## config.mk

```make
export PLATFORM = sky130hd
export DESIGN_NAME = mem_wb_stage
export DESIGN_NICKNAME = d
export VERILOG_FILES = /design/src/rtl/mem_wb_stage.sv
export SDC_FILE = /design/constraint.sdc
export NUM_CORES = 1
export LEC_CHECK = 0
export BUFFER_PORTS_ARGS = -buffer_cell sky130_fd_sc_hd__buf_4
export CELL_PAD_IN_SITES_DETAIL_PLACEMENT = 1
export CELL_PAD_IN_SITES_GLOBAL_PLACEMENT = 1
export CORE_MARGIN = 2
export CORE_UTILIZATION = 39
export CTS_CLUSTER_SIZE = 8
export DETAILED_ROUTE_END_ITERATION = 8
export PLACE_DENSITY_LB_ADDON = 0.05
export SYNTH_ARGS = -nofsm -noshare
export SYNTH_HDL_FRONTEND = slang
export SYNTH_SLANG_ARGS = --single-unit
```

## constraint.sdc

```tcl
create_clock -name clk -period 2.4 [get_ports clk]
set_input_delay 0.24 -clock clk [delete_from_list [all_inputs] [get_ports clk]]
set_output_delay 0.24 -clock clk [all_outputs]
set_load 0.01 [all_outputs]
```

## src/rtl/mem_wb_stage.sv

```systemverilog
// mem_wb_stage
//   MEM/WB pipeline register and writeback result selection for the RV32I core.
//   Registers the Memory-stage outputs. From the registered values it then
//   produces the register-file write port (we3/a3/wd3) and the W-stage
//   forwarding value. Load data is extracted and extended in this stage.
//   The stage also keeps a count of retired instructions.
//
// Ports
//   clk, reset_n        clock; synchronous active-low reset
//   stall_w, flush_w    hold / bubble the W stage (flush has priority)
//   valid_m ... rd_m    Memory-stage instruction fields to capture
//   regwrite_w, rd_w    register-file write enable and address
//   result_w            register-file write data and forwarding value
//   valid_w             W stage holds a real instruction
//   instret_w           retired-instruction counter (wraps)
module mem_wb_stage #(
    parameter int CNT_W = 64
) (
    input  logic             clk,
    input  logic             reset_n,
    input  logic             stall_w,
    input  logic             flush_w,
    input  logic             valid_m,
    input  logic             regwrite_m,
    input  logic [1:0]       resultsrc_m,
    input  logic [2:0]       funct3_m,
    input  logic [31:0]      aluresult_m,
    input  logic [31:0]      readdata_m,
    input  logic [31:0]      pcplus4_m,
    input  logic [4:0]       rd_m,
    output logic             regwrite_w,
    output logic [4:0]       rd_w,
    output logic [31:0]      result_w,
    output logic             valid_w,
    output logic [CNT_W-1:0] instret_w
);

    logic             valid_q;
    logic             regwrite_q;
    logic [1:0]       resultsrc_q;
    logic [2:0]       funct3_q;
    logic [31:0]      aluresult_q;
    logic [31:0]      readdata_q;
    logic [31:0]      pcplus4_q;
    logic [4:0]       rd_q;
    logic [CNT_W-1:0] instret_q;

    always_ff @(posedge clk) begin
        if (!reset_n) begin
            valid_q     <= 1'b0;
            regwrite_q  <= 1'b0;
            resultsrc_q <= 2'b00;
            funct3_q    <= 3'b000;
            aluresult_q <= 32'h0;
            readdata_q  <= 32'h0;
            pcplus4_q   <= 32'h0;
            rd_q        <= 5'd0;
            instret_q   <= '0;
        end else if (flush_w) begin
            // Bubble: every field is cleared, but the retired count stays put.
            valid_q     <= 1'b0;
            regwrite_q  <= 1'b0;
            resultsrc_q <= 2'b00;
            funct3_q    <= 3'b000;
            aluresult_q <= 32'h0;
            readdata_q  <= 32'h0;
            pcplus4_q   <= 32'h0;
            rd_q        <= 5'd0;
        end else if (!stall_w) begin
            valid_q     <= valid_m;
            regwrite_q  <= regwrite_m;
            resultsrc_q <= resultsrc_m;
            funct3_q    <= funct3_m;
            aluresult_q <= aluresult_m;
            readdata_q  <= readdata_m;
            pcplus4_q   <= pcplus4_m;
            rd_q        <= rd_m;
            if (valid_m) begin
                instret_q <= instret_q + CNT_W'(1);
            end
        end
    end

    logic [7:0]  load_byte;
    logic [15:0] load_half;
    logic [31:0] load_data;

    always_comb begin
        load_byte = 8'h0;
        load_half = 16'h0;
        load_data = readdata_q;
        case (aluresult_q[1:0])
            2'd0:    load_byte = readdata_q[7:0];
            2'd1:    load_byte = readdata_q[15:8];
            2'd2:    load_byte = readdata_q[23:16];
            default: load_byte = readdata_q[31:24];
        endcase
        // Halfword select ignores address bit 0; misaligned halves are not split.
        load_half = aluresult_q[1] ? readdata_q[31:16] : readdata_q[15:0];
        case (funct3_q)
            3'b000:  load_data = {{24{load_byte[7]}}, load_byte};
            3'b100:  load_data = {24'h0, load_byte};
            3'b001:  load_data = {{16{load_half[15]}}, load_half};
            3'b101:  load_data = {16'h0, load_half};
            default: load_data = readdata_q;   // LW and reserved encodings
        endcase
    end

    always_comb begin
        result_w = 32'h0;
        if (valid_q) begin
            case (resultsrc_q)
                2'b01:   result_w = load_data;
                2'b10:   result_w = pcplus4_q;
                default: result_w = aluresult_q;   // 00 ALU, 11 reserved
            endcase
        end
    end

    // x0 is hardwired to zero, so a write to it is suppressed here.
    assign regwrite_w = regwrite_q & valid_q & (rd_q != 5'd0);
    assign rd_w       = rd_q;
    assign valid_w    = valid_q;
    assign instret_w  = instret_q;

endmodule

```

* Word-level counts from Yosys, hierarchy flattened
Index checks and enable logic that the tools add are counted.
** Cells by class
- $add $sub $neg :: 1
- Multipliers :: 0
- Divide/modulo/power cells :: 0
- $lt $le $gt $ge :: 0
- Equality and inequality tests :: 7
- Shift-type cells :: 0
- Mux-type cells :: 5
- Bitwise gates (word level) :: 5
- Reduce and logical (&&, ||, !) cells :: 5
** Operator list (count)
- 32-bit case mux with 4 select lines :: 1
- 64-bit by 1-bit adder with 64-bit output (second input constant) :: 1
- 32-bit case mux with 2 select lines :: 1
- 32-bit 2-to-1 mux :: 1
- 8-bit case mux with 3 select lines :: 1
- 16-bit 2-to-1 mux :: 1
- 3-bit equality test (second input constant) :: 2
- 5-bit nonzero test :: 1
- 2-bit by 1-bit equality test with 1-bit output (second input constant) :: 2
- 2-bit equality test (second input constant) :: 2
- 3-bit by 1-bit equality test with 1-bit output (second input constant) :: 1
- 3-bit zero test :: 1
- 1-bit inverter :: 3
- 3-bit AND reduction :: 1
- 1-bit AND :: 2
- 2-bit zero test :: 1
- 2-bit OR reduction :: 1
** Word-level totals
- Bits in registers :: 172
- Latch bits :: 0
- Bits in writable memories :: 0
- ROM bits :: 0
- Bits of input ports :: 112
- Output and inout port bits :: 103
- Word-level logic and storage cells :: 32
- Memories :: 0

* Longest topological paths before layout
- Depth in word-level cells :: 5
- Depth in mapped cells :: 7
- Gate-level depth less buffers :: 6

* Worst setup path before layout
OpenSTA, ideal clock, no wires.
- Path kind :: register to register
- Start :: register instret_q[0], in the netlist instret_w[0]
- End :: register instret_q[38], in the netlist instret_w[38]
- Library setup time :: 0.115 ns
- Data arrival time :: 1.974 ns
- Required time :: 2.285 ns
- Path slack :: 0.311 ns
- Stages on the path, launching flop included :: 8
- Buffers on the path :: 1
- Clock period less this slack :: 2.089 ns
- Cells stage by stage :: dfxtp_1 > ha_1 > nand4bb_1 > buf_2 > or4_4 > nor4b_4 > a21boi_1 > o21a_1
** On the way
- Word-level cells in the longest chain between the ends :: 1
** Ends and longest elaborated chain
- start: declaration :: line 46 : logic [CNT_W-1:0] instret_q;
- start signal: assignment :: line 79 : instret_q <= instret_q + CNT_W'(1);
- 64-bit by 1-bit adder with 64-bit output :: line 79
No other way between the ends.
A chain may end at the register's enable or synchronous reset.

* Worst setup path in the final report
- Start :: register aluresult_q[0]
- End :: output result_w[18]
** On the way
- Word-level cells in the longest chain between the ends :: 5
- Elaborated cells on any way between the ends :: 7
- Classes of those cells :: eq/ne: 2; mux: 4; reduce/logical: 1
** Ends and longest elaborated chain
- start: declaration :: line 42 : logic [31:0] aluresult_q;
- start signal: assignment :: line 74 : aluresult_q <= aluresult_m;
- 2-bit equality test (tied with other cells) :: line 92 : case (aluresult_q[1:0])
- 8-bit case mux with 3 select lines (*) :: line 92
- 32-bit case mux with 4 select lines (*) :: line 100 : case (funct3_q)
- 32-bit case mux with 2 select lines (*) :: line 112 : case (resultsrc_q)
- 32-bit 2-to-1 mux (*) :: line 111 : if (valid_q) begin
- end: declaration :: line 33 : output logic [31:0] result_w,
Every way passes the cells marked *; elsewhere a longest branch is shown, timed or not.

==> out/metrics.yaml <==
sta:
  setup_slack_ps: -15.1
  slew_headroom: 0.449
  final.setup_skew_ps: 13.4
  hold_violations: 0
  worstMarginPinSlew_ps: 826
  fin_crit_ps: 2420
  max_freq_mhz: 414
  drv_slew: 0
  grt_setup_unrepaired: "yes"
  finalSetupTns_ps: -33.9
  fin_crit_sh: 1.01
  setup_violations: 4
route:
  via_per_inst: 5.44
  dr.pass1.iters: 5
  via_count: 7851
  wl_per_cell_um: 19.3
  ant_nets: 0
  drt-initial-drc-count: 415
  routed_wl_mm: 27.8
  post-route-drc-count: 0
hold_path:
  hold_path.startpoint: "pcplus4_m[29]"
  hold_path_class: "primary input to flop"
  worstHoldPathCells: 3
  min_to: "pcplus4_q[29]"
floorplanning:
  io_pins: 215
  placement_rows: 52
  start_util: 0.400
  die_h_um: 149
  core_um2: 20400
  die_w_um: 149
  die-area_um2: 22100
logic_synthesis:
  ys_types: 56
  synth_area_um2: 8180
  synth_edf_count: 0
  async_reset_ff_frac: 0
  syn-num-nets: 1053
  synthFlopType: "dfxtp_1"
  synth-seq-cells: 172
  synthCells: 938
  yosysSeqAreaShare: 0.421
  yosysWarnings: 0
  syn_avg_cell_area_um2: 8.72
grt:
  grt-ovfl-total: 0
  grt_max_degree: 108
  grt_pass1_wl_mm: 43.3
  grt_pass1_vias: 7878
  track_usage: 0.248
  antenna_found_initial: 3
layout:
  layout_common_cells: "250 x buf_4, 170 x dfxtp_1, 146 x nor2_1, 114 x mux2i_1, 70 x o21ai_0"
  stdcell_area_um2: 11100
  final_common_cell: "buf_4"
  layout.nets: 1273
  synthToLayoutAreaGrowth_pct: 35.2
  drive_above_1_share: 0.282
status:
  status: "complete, but fails checks"
  failed_checks: "setup timing"
power_and_ir_drop:
  p_switching_w: 0.00155
  pwr-share-comb: 0.091
  leakage_nw: 4.96
  power_density_nw_per_um2: 601
  vdd.ir_drop.worst_v: 0.000533
  power.internal_w: 0.00510
  p_clk_frac: 0.464
  seqPwrFrac: 0.445
  p_sw_frac: 0.233
placed_design:
  portBuffers: 214
  dp_hpwl_mm: 19.6
  dpl-instance-area_um2: 10200
  gp_congestion: 0.831
critical_path:
  arrival_ps: 2180
  critPathKind: "flop to primary output"
  timing.rr.end: "instret_w[42]"
  crit_fanout: 10
  worst_path_dominant_cell_family: "compound AO/OA/AOI/OAI gates"
  crit_buf_inv: 3
  max_stage_delay_ps: 330
  path_common_cell: "buf_6"
  crit_chain: "buf_6 > or2_4 > mux2i_1 > a21oi_2 > buf_6 > o21ai_0 > o211a_1 > buf_4"
  slowest_stage: "dfxtp_1"
  cp-end-kind: "primary output"
  crit_path_start_kind: "flop"
  r2r-start: "instret_w[1]"
  r2r_setup_slack_ps: 180
  critPathRequiredTime_ps: 2160
  r2r_cells: 6
clock_tree:
  path_clk_slew_ps: 70
  cts_buffers: 17
  cts_tree: "built"
  clk_latency_ps: 430
  clockRootBuffer: "clkbuf_16"
  cts_htree_levels: 4
  clock-sinks: 172
  cts_buffer_depth: 2
  holdBufCountCts: 0
run:
  drv_cap: 0
[cell type report]
class | count | area, um^2
diodes | 2 | 5.00
clock buffers | 18 | 439
clock inverters | 13 | 214
fillers | 2446 | 9370
inverters | 20 | 76.3
multi-input cells | 686 | 4510
flip-flops and latches | 172 | 3450
well taps | 270 | 338
repair buffers | 261 | 2030
[sequential cells by signal, indices dropped and copies added, names as in the netlist]
signal and cells:
instret_w 64, aluresult_q 32, pcplus4_q 32, readdata_q 32
rd_w 5, funct3_q 3, resultsrc_q 2, regwrite_q 1
valid_w 1
[per-layer routing]
layer  vias to the layer above  wire length (um)  share of wire  GRT usage
met1                      3813             12800           0.46      0.343
met4                         0               433          0.016     0.0614
li1                       3769                 -              -          -
met3                        27              2060          0.074     0.0651
met5                         -                 0              0          0
met2                       242             12600           0.45      0.388
[cells in the mapped netlist, types with 6 or more instances]
library cell	n	share of area
dfxtp_1	172	0.42
nor2_1	146	0.067
mux2i_1	116	0.14
o21ai_0	80	0.049
a21oi_1	64	0.039
clkbuf_1	45	0.021
nand2_1	44	0.020
nand3_1	29	0.018
or3_1	28	0.021
nand4_1	26	0.020
xor2_1	20	0.021
o211a_1	19	0.023
inv_1	18	0.0083
xnor2_1	11	0.012
and3_1	9	0.0069
buf_1	8	0.0037
a31oi_1	7	0.0054
buf_2	7	0.0043
a21boi_0	6	0.0055
and4_1	6	0.0064
[cells by family after synthesis]
family / Yosys count / synth area share
DFF: 172 / 0.421
muxes: 119 / 0.146
xor gates and xnor gates: 31 / 0.0332
AOI/OAI and AO/OA: 198 / 0.146
adders and majority gates: 3 / 0.00459
buffers and inverters: 81 / 0.0392
and+or+nand+nor: 334 / 0.210
[worst min-delay path, delay by kind of cell]
kind / cells / cell delay [ps]
muxes: 1 / 50
and+or+nand+nor: 1 / 70
buffers and inverters: 1 / 70
[metrics by stage]
step | hold WS [ps] | setup WS, ps | utilization | std cells | total power, W
2_1_floorplan | 357 | 311 | - | 938 | 0.00332
3_3_place_gp | 469 | 21.0 | 0.501 | 1403 | 0.00360
3_5_place_dp | 480 | 55.4 | 0.501 | 1403 | 0.00360
4_1_cts | 26.3 | 0.637 | 0.535 | 1435 | 0.00670
5_1_grt | 35.9 | -126 | 0.541 | 1442 | 0.00689
6_report | 41.2 | -15.1 | 0.541 | 1442 | 0.00665
[how the worst max path moves through the flow]
stage / from / endpoint / slack [ps] / depth (start not counted)
2_1_floorplan: instret_w[0] / instret_w[38] / 310 / 7
3_3_place_gp: aluresult_q[1] / result_w[12] / 20 / 6
3_5_place_dp: aluresult_q[1] / result_w[10] / 60 / 6
4_1_cts: aluresult_q[0] / result_w[31] / 0.6 / 8
5_1_grt: aluresult_q[0] / result_w[31] / -130 / 8
6_report: aluresult_q[0] / result_w[18] / -20 / 8
[timing repair]
action,CTS,global route
endpoints found under the setup margin,32,39
gates cloned,1,1
pin swaps,0,9
buffers inserted,0,4
resized for setup,20,20
[power groups by stage]
| stage | combinational [W] | clock [W] | sequential, W |
|---|---|---|---|
| after floorplan | 0.000312 | 0 | 0.00301 |
| after global placement | 0.000575 | 0 | 0.00302 |
| after detailed placement | 0.000582 | 0 | 0.00302 |
| after CTS | 0.000599 | 0.00314 | 0.00296 |
| after global routing | 0.000657 | 0.00327 | 0.00297 |
| final | 0.000606 | 0.00308 | 0.00296 |
No activity file was read; power rests on OpenSTA's default activity.
